<file path="src/rtl/tipi_chan_bridge.sv">
// Bridges a parallel TI-side register file to a bit-serial RPi shift interface.
// Each channel holds TD/TC (TI -> RPi) and RD/RC (RPi -> TI) plus handshake flags.
module tipi_chan_bridge #(
   parameter int unsigned WIDTH    = 8,
   parameter int unsigned CHANNELS = 2,
   parameter int unsigned SEL_W    = 1
) (
   input  logic                r_clk,
   input  logic                r_reset,
   input  logic                ti_wr_stb,
   input  logic                ti_rd_stb,
   input  logic [SEL_W-1:0]    ti_sel,
   input  logic                ti_rt,
   input  logic                ti_cd,
   input  logic [WIDTH-1:0]    ti_din,
   output logic [WIDTH-1:0]    ti_dout,
   input  logic [SEL_W-1:0]    r_sel,
   input  logic                r_rt,
   input  logic                r_cd,
   input  logic                r_shift,
   input  logic                r_le,
   input  logic                r_dout,
   output logic                r_din,
   output logic [CHANNELS-1:0] rpi_pending,
   output logic [CHANNELS-1:0] ti_avail,
   output logic                frame_err
);

   localparam int unsigned CntW = $clog2(WIDTH + 1);

   typedef enum logic [1:0] {StIdle, StTx, StRx} state_e;

   state_e              state_q;
   logic [CntW-1:0]     cnt_q;
   logic [WIDTH-1:0]    sr_q;
   logic [WIDTH-1:0]    td_q [CHANNELS];
   logic [WIDTH-1:0]    tc_q [CHANNELS];
   logic [WIDTH-1:0]    rd_q [CHANNELS];
   logic [WIDTH-1:0]    rc_q [CHANNELS];
   logic [WIDTH-1:0]    ti_dout_q;
   logic                r_din_q;
   logic                frame_err_q;
   logic [CHANNELS-1:0] pending_q;
   logic [CHANNELS-1:0] avail_q;

   logic [CHANNELS-1:0] ti_hit, r_hit;
   logic [CHANNELS-1:0] pend_set, pend_clr, avail_set, avail_clr;
   logic [WIDTH-1:0]    ti_rd_val, ld_val;
   logic                load_go, commit_go, cnt_full;

   assign cnt_full  = (cnt_q == CntW'(WIDTH));
   assign load_go   = (state_q == StIdle) && r_le && r_rt;
   assign commit_go = (state_q == StRx) && !r_rt && r_le && cnt_full;

   // Out-of-range selects hit no channel, so reads/loads yield 0 and writes vanish.
   always_comb begin
      ti_hit    = '0;
      r_hit     = '0;
      ti_rd_val = '0;
      ld_val    = '0;
      for (int c = 0; c < CHANNELS; c++) begin
         ti_hit[c] = (ti_sel == SEL_W'(c));
         r_hit[c]  = (r_sel == SEL_W'(c));
         if (ti_hit[c]) begin
            ti_rd_val = ti_rt ? (ti_cd ? td_q[c] : tc_q[c]) : (ti_cd ? rd_q[c] : rc_q[c]);
         end
         if (r_hit[c]) begin
            ld_val = r_cd ? td_q[c] : tc_q[c];
         end
      end
   end

   // Sets are applied after clears so a same-cycle set/clear leaves the flag at 1.
   always_comb begin
      pend_set  = (ti_wr_stb && ti_cd) ? ti_hit : '0;
      pend_clr  = (load_go && r_cd) ? r_hit : '0;
      avail_set = (commit_go && r_cd) ? r_hit : '0;
      avail_clr = (ti_rd_stb && !ti_rt && ti_cd) ? ti_hit : '0;
   end

   always_ff @(posedge r_clk or negedge r_reset) begin
      if (!r_reset) begin
         state_q     <= StIdle;
         cnt_q       <= '0;
         sr_q        <= '0;
         ti_dout_q   <= '0;
         r_din_q     <= 1'b0;
         frame_err_q <= 1'b0;
         pending_q   <= '0;
         avail_q     <= '0;
         for (int c = 0; c < CHANNELS; c++) begin
            td_q[c] <= '0;
            tc_q[c] <= '0;
            rd_q[c] <= '0;
            rc_q[c] <= '0;
         end
      end else begin
         frame_err_q <= 1'b0;
         pending_q   <= (pending_q & ~pend_clr) | pend_set;
         avail_q     <= (avail_q & ~avail_clr) | avail_set;

         if (ti_rd_stb) begin
            ti_dout_q <= ti_rd_val;
         end
         for (int c = 0; c < CHANNELS; c++) begin
            if (ti_wr_stb && ti_hit[c]) begin
               if (ti_cd) td_q[c] <= ti_din;
               else       tc_q[c] <= ti_din;
            end
            if (commit_go && r_hit[c]) begin
               if (r_cd) rd_q[c] <= sr_q;
               else      rc_q[c] <= sr_q;
            end
         end

         unique case (state_q)
            StIdle: begin
               if (r_le) begin
                  if (r_rt) begin
                     sr_q    <= ld_val;
                     cnt_q   <= '0;
                     state_q <= StTx;
                  end
               end else if (r_shift && !r_rt) begin
                  sr_q    <= WIDTH'(r_dout);
                  cnt_q   <= CntW'(1);
                  r_din_q <= r_dout;
                  state_q <= StRx;
               end
            end
            StTx: begin
               if (!r_rt) begin
                  state_q     <= StIdle;
                  cnt_q       <= '0;
                  frame_err_q <= 1'b1;
               end else if (r_le) begin
                  state_q <= StIdle;
                  cnt_q   <= '0;
               end else if (r_shift) begin
                  // Zero fill means a drained register naturally outputs 0.
                  r_din_q <= sr_q[WIDTH-1];
                  sr_q    <= sr_q << 1;
                  if (!cnt_full) cnt_q <= cnt_q + CntW'(1);
               end
            end
            StRx: begin
               if (r_rt) begin
                  state_q     <= StIdle;
                  cnt_q       <= '0;
                  frame_err_q <= 1'b1;
               end else if (r_le) begin
                  if (!cnt_full) frame_err_q <= 1'b1;
                  state_q <= StIdle;
                  cnt_q   <= '0;
               end else if (r_shift) begin
                  sr_q    <= {sr_q[WIDTH-2:0], r_dout};
                  r_din_q <= r_din_q ^ r_dout;
                  if (!cnt_full) cnt_q <= cnt_q + CntW'(1);
               end
            end
            default: state_q <= StIdle;
         endcase
      end
   end

   assign ti_dout     = ti_dout_q;
   assign r_din       = r_din_q;
   assign rpi_pending = pending_q;
   assign ti_avail    = avail_q;
   assign frame_err   = frame_err_q;

endmodule

</file>
<file path="config.mk">
export PLATFORM = sky130hd
export DESIGN_NAME = tipi_chan_bridge
export DESIGN_NICKNAME = d
export VERILOG_FILES = /design/src/rtl/tipi_chan_bridge.sv
export SDC_FILE = /design/constraint.sdc
export NUM_CORES = 1
export LEC_CHECK = 0
export CORE_MARGIN = 5
export CORE_UTILIZATION = 35
export DETAILED_ROUTE_END_ITERATION = 10
export HOLD_SLACK_MARGIN = 0.12
export MAX_ROUTING_LAYER = met4
export PLACE_DENSITY_LB_ADDON = 0.3
export SLEW_MARGIN = 20
export SYNTH_ARGS = -nofsm -noshare
export SYNTH_HDL_FRONTEND = slang
export SYNTH_SLANG_ARGS = --single-unit
</file>
<file path="constraint.sdc">
create_clock -name r_clk -period 3.65 [get_ports r_clk]
set_input_delay 0.5475 -clock r_clk [delete_from_list [all_inputs] [get_ports r_clk]]
set_output_delay 0.5475 -clock r_clk [all_outputs]
set_load 0.02 [all_outputs]
</file>
==> results.sh, run 1 <==
export IMPL_hold_buffers=0
export IMPL_syn_mean_instance_area_um2=12.17
export IMPL_syn_inst=384
export IMPL_dp_cells=580
export IMPL_dr_total_vias=3211
export IMPL_syn_to_final_growth_pct=16.71
export IMPL_via_per_inst=5.388
export IMPL_slew_violations=0
export IMPL_grt_max_degree=43
export IMPL_grt_overflow=0
export IMPL_instances_no_fill=596
export IMPL_p_seq_frac=0.434
export IMPL_grtUsageTotal=0.1527
export IMPL_critPathLaunchType="input pin"
export IMPL_root_buffer="clkbuf_16"
export IMPL_p_leak_nw=2.475
export IMPL_ir_drop_mv=0.2683
export IMPL_cts_resized=0
export IMPL_hold_path_class="input pin to asynchronous set/reset pin"
export IMPL_switchingPower_w=0.0009901
export IMPL_postCtsSetupRepairBufs=0
export IMPL_met3_wirelength_um=363
export IMPL_cts_max_level=3
export IMPL_routabilityCongestion=0.7925
export IMPL_synth_area_um2=4673
export IMPL_synth_edff_count=0
export IMPL_ant_nets=0
export IMPL_ys_seq_area_frac=0.4926
export IMPL_drc=0
export IMPL_drive_above_1_share=0.2524
export IMPL_async_reset_ff_frac=1.000
export IMPL_cts_max_path_buffers=2
export IMPL_fp_dieH_um=125.6
export IMPL_synth_distinct_cells=42
export IMPL_regArea_um2=2302
export IMPL_finalHoldViolCount=0
export IMPL_design_portCount=35
export IMPL_clkSinkCount=92
export IMPL_synth_seq_cells=92
export IMPL_antenna_found_initial=0
export IMPL_yosys_top_cells_area="dfrtp_1 (49%), mux2_2 (14%), mux2i_1 (10%)"
export IMPL_drt_met1_wl_mm=5.097
export IMPL_synth_top_area_frac=0.4926
export IMPL_io_buffers=34
export IMPL_drt_iter0_drc=177
export IMPL_setup_viol=0
export IMPL_rsz0062_at_grt="no"
export IMPL_setup_tns_ns=0
export IMPL_grt_pass1_wl_mm=18.58
export IMPL_wire_per_inst_um=18.57
export IMPL_end_kind="flip-flop"
export IMPL_drv_cap=0
export IMPL_arrival_ns=2.78
export IMPL_power_internal_w=0.001972
export IMPL_routed_wl_mm=11.07
export IMPL_max_slew_margin=0.2782
export IMPL_start_util=0.3543
export IMPL_crit_fanout=14
export IMPL_fin_hold_ws_ns=0.1839
export IMPL_clock_latency_ns=0.35
export IMPL_dieArea_um2=15760
export IMPL_yosysTopAreaCell="dfrtp_1"
export IMPL_final_area_um2=5454
export IMPL_core_um2=13190
export IMPL_dpl_hpwl_mm=7.917
export IMPL_status="complete, no violations"
export IMPL_placed_area_um2=5172
export IMPL_power_w=0.002962
export IMPL_tightestPinTransition_ns=1.083
export IMPL_fillers=1231
export IMPL_numCtsBuffers=9
export IMPL_pwr_density_cell_nw_per_um2=543.1
export IMPL_max_freq_mhz=392.5
export IMPL_grt_pass1_vias=3401
export IMPL_clock_power_share=0.300
export IMPL_ys_warnings_count=0
export IMPL_syn_nets=411
export IMPL_fin_crit_ns=2.548
export IMPL_period_share=0.6980
export IMPL_clkTransAtPathRegs_ns=0.07
export IMPL_finClkSkew_ns=0.005562
export IMPL_power_frac_comb=0.266
export IMPL_first_pass_iters=4
export IMPL_worstSetupPathType="input pin to flip-flop"
export IMPL_n_antenna_cell=0
export IMPL_cts_tree="built"
export IMPL_ys_flop_type="dfrtp_1"
export IMPL_multiInputGateArea_um2=2193
export IMPL_rows=42
export IMPL_finalNetCount=442
export IMPL_wl_met2_mm=5.457
export IMPL_dieWidth_um=125.6
export IMPL_switching_share=0.3343
export IMPL_highest_layer="met4"
export IMPL_critPathRequiredTime_ns=3.88
final cells by class:
type | count | area share
Tap cell | 176 | 0.04038
Clock buffer | 9 | 0.04129
Sequential cell | 92 | 0.4221
Timing Repair Buffer | 41 | 0.07066
Clock inverter | 7 | 0.01032
Multi-Input combinational cell | 252 | 0.4022
Inverter | 19 | 0.01308
worst max-delay path, cell delays in order:
cell and delay [ns]:
clkdlybuf4s50_1 0.45, buf_4 0.18, inv_2 0.05, or4_4 0.57
or3_1 0.59, mux2_4 0.39
state kept, by name, summed over array words and instances (netlist names), 4 cells and up:
signal	cells
ti_dout	8
tc_q	16
rc_q	16
rd_q	16
cnt_q	4
sr_q	8
td_q	16
final timing paths:
path | startpoint | endpoint | slack (ns) | cells past startpoint
hold / removal | r_reset | rc_q[4] | 0.18 | 1
setup / recovery | r_le | rd_q[5] | 1.10 | 6
min in group r_clk | rc_q[14] | rc_q[14] | 0.51 | 1
max in group asynchronous | r_reset | rpi_pending[0] | 2.71 | 2
setup reg to reg | state_q[0] | rd_q[5] | 1.11 | 6
hold reg to reg | rc_q[14] | rc_q[14] | 0.51 | 1
power groups by stage:
stage / Combinational, W / Sequential, W / Clock [W]
after CTS: 0.000792 / 0.00128 / 0.000917
final: 0.000788 / 0.00128 / 0.000889
after global placement: 0.000779 / 0.00130 / 0
after global routing: 0.000874 / 0.00130 / 0.000960
after floorplan: 0.000509 / 0.00129 / 0
after detailed placement: 0.000791 / 0.00130 / 0
cell usage in the layout, fill, tap and decap left out, types with 9 or more instances in the layout:
cell,netlist,routed
a22oi_1,16,16
mux2i_1,47,47
nand2_1,10,10
clkdlybuf4s50_1,0,32
dfrtp_1,92,92
clkbuf_16,0,9
inv_1,17,17
mux2_2,58,58
nand3_1,11,11
o21ai_0,23,23
synthesized netlist by cell type (3+ instances only):
master,number
nor2b_1,3
mux2i_1,47
nor2_1,8
o22ai_1,8
nand3_1,11
nand3b_1,3
buf_2,4
o21ai_0,23
nor3_4,3
mux2_4,8
clkbuf_1,8
inv_1,17
ha_1,6
a31o_2,3
buf_1,6
buf_6,3
a22oi_1,16
o31ai_1,8
a21oi_1,8
nand2_1,10
a211oi_1,3
a32o_1,4
mux2_2,58
dfrtp_1,92
cell families after synthesis:
logic type	synth area share
AOI/OAI and AO/OA	0.1125
adders and majority gates	0.01606
buffers and inverters	0.03802
DFF	0.4926
muxes	0.2661
and+or+nand+nor	0.07470
layer usage:
layer,up-vias,GRT usage
met1,1646,0.1975
li1,1496,-
met3,12,0.02814
met2,57,0.2435
met4,0,0.04911
met5,-,-
per-stage QoR:
step	worst slack (ns)	utilization
2_1_floorplan	1.408	-
3_3_place_gp	0.7904	0.3921
3_5_place_dp	0.7531	0.3921
4_1_cts	1.113	0.4135
5_1_grt	1.039	0.4135
6_report	1.102	0.4135
Note: power is estimated with default switching activity, not from simulation.
==> run 2: changes to the inputs <==
clock period = 2.2 ns   (was 3.65 ns; I/O delays follow)
==> results.sh, run 2 (synthesized netlist as in run 1, its figures left out) <==
export IMPL_setup_viol=0
export IMPL_grt_overflow=0
export IMPL_period_share=0.9581
export IMPL_drc=0
export IMPL_io_buffers=34
export IMPL_numCtsBuffers=9
export IMPL_routabilityCongestion=0.8318
export IMPL_design_portCount=35
export IMPL_drv_cap=0
export IMPL_setup_tns_ns=0
export IMPL_end_kind="flip-flop"
export IMPL_via_per_inst=5.270
export IMPL_crit_fanout=9
export IMPL_crit_family="simple AND/OR/NAND/NOR gates"
export IMPL_core_um2=13190
export IMPL_critPathRequiredTime_ns=2.44
export IMPL_path_cells="inv_1, ha_4, nand3b_4, or4_4, buf_4, nor3_4, buf_12, mux2_2"
export IMPL_post_place_ws_ns=-0.1560
export IMPL_clkTransAtPathRegs_ns=0.07
export IMPL_drt_iter0_drc=258
export IMPL_mostFrequentLayoutCell="dfrtp_1"
export IMPL_rows=42
export IMPL_pwr_density_cell_nw_per_um2=889.4
export IMPL_cts_tree="built"
export IMPL_grt_pass1_wl_mm=19.26
export IMPL_cpMaxStageDelayCell="or4_4"
export IMPL_p_leak_nw=2.652
export IMPL_grt_max_degree=65
export IMPL_clkSinkCount=92
export IMPL_fillers=1225
export IMPL_routed_wl_mm=11.54
export IMPL_ir_drop_mv=0.4239
export IMPL_critPathLaunchType="flip-flop"
export IMPL_rsz0062_at_grt="no"
export IMPL_ant_nets=0
export IMPL_dieArea_um2=15760
export IMPL_wire_per_inst_um=18.40
export IMPL_fin_crit_ns=2.108
export IMPL_dr_total_vias=3304
export IMPL_max_slew_margin=0.5825
export IMPL_finalHoldViolCount=0
export IMPL_layout_common_cells="dfrtp_1 (92), mux2_2 (58), mux2i_1 (47), clkdlybuf4s50_1 (32), buf_4 (32)"
export IMPL_cts_max_level=3
export IMPL_arrival_ns=2.35
export IMPL_clock_latency_ns=0.35
export IMPL_status="complete, no violations"
export IMPL_cp_num_buf_inv=3
export IMPL_first_pass_iters=4
export IMPL_antenna_found_initial=0
export IMPL_slew_violations=0
export IMPL_slowest_delay_ns=0.42
export IMPL_dpl_hpwl_mm=8.317
export IMPL_grt_pass1_vias=3550
export IMPL_finClkSkew_ns=0.008032
export IMPL_fp_dieH_um=125.6
export IMPL_setup_ws_ns=0.09208
export IMPL_syn_to_final_growth_pct=23.72
export IMPL_drive_above_1_share=0.3060
export IMPL_dieWidth_um=125.6
export IMPL_root_buffer="clkbuf_16"
export IMPL_tightestPinTransition_ns=0.6249
export IMPL_worstSetupPathType="flip-flop to flip-flop"
export IMPL_cts_max_path_buffers=2
export IMPL_start_util=0.3543
export IMPL_hold_path_class="input pin to asynchronous set/reset pin"
export IMPL_finalNetCount=473
export IMPL_max_freq_mhz=474.4
export IMPL_finish_utilization=0.4383
export IMPL_n_antenna_cell=0
export IMPL_grtUsageTotal=0.1608
==> run 2: cell types whose count changed in the layout (fill, tap and decap cells not counted) <==
cell | previous run | this run
buf_6 | 0 | 1
bufinv_16 | 0 | 1
ha_2 | 0 | 1
buf_4 | 8 | 32
clkinv_4 | 1 | 2
inv_8 | 1 | 0
ha_1 | 6 | 4
buf_12 | 0 | 5
dlygate4sd3_1 | 0 | 1
ha_4 | 0 | 1
clkinv_2 | 2 | 4
inv_6 | 3 | 0
==> run 2: per-layer routing <==
metal  wire, µm  vias up  GRT usage
met5          0        -          -
met4        226        0    0.06122
met3        457       15    0.02900
met2       5896       68     0.2605
met1       4956     1678     0.2010
li1           -     1543          -
==> run 2: power breakdown <==
part           switching, W  leakage, nW  total (W)  internal [W]
registers          0.000208         1.19    0.00213       0.00192
logic              0.000773         1.32    0.00147      0.000694
clock network      0.000672        0.149    0.00155      0.000876
total               0.00165         2.65    0.00514       0.00349
==> run 2: repair_timing <==
action,4_1_cts,5_1_grt
setup buffers,0,2
endpoints found under the setup margin,0,32
hold buffers,1,0
resized for setup,0,3
hold endpoints to repair,28,0
==> run 2: path summary, 6_finish.rpt <==
check                           slack, ns  cells past startpoint  endpoint  startpoint
worst max-delay path                 0.09                      8  rd_q[12]    cnt_q[0]
max in group asynchronous            1.08                      3  td_q[14]     r_reset
worst min-delay path                 0.44                      2  rc_q[12]     r_reset
min in group r_clk                   0.51                      1   rc_q[0]     rc_q[0]
worst max register to register       0.09                      8  rd_q[12]    cnt_q[0]
worst min register to register       0.51                      1   rc_q[0]     rc_q[0]
==> run 2: area by class of cell <==
cell class	instances	area, µm²	area share
inverters	19	71.32	0.01233
well taps	176	220.2	0.03809
clock inverters	7	67.56	0.01169
clock buffers	9	225.2	0.03895
multi-input cells	252	2208	0.3820
repair buffers	72	686.9	0.1188
flip-flops and latches	92	2302	0.3982
==> run 2: metrics by stage <==
step           instances  power, W  cell area (µm²)  hold slack, ns
2_1_floorplan        384  0.002994             4676         0.03441
3_3_place_gp         608  0.003545             5448          0.2790
3_5_place_dp         608  0.003592             5448          0.2808
4_1_cts              625  0.005154             5751          0.4593
5_1_grt              627  0.005463             5782          0.4779
6_report             627  0.005142             5782          0.4430
==> run 3: changes to the inputs <==
HOLD_SLACK_MARGIN = 0.1   (was 0.12)
==> results of run 3 <==
Final layout, timing and power as in run 2 (identical DEF).
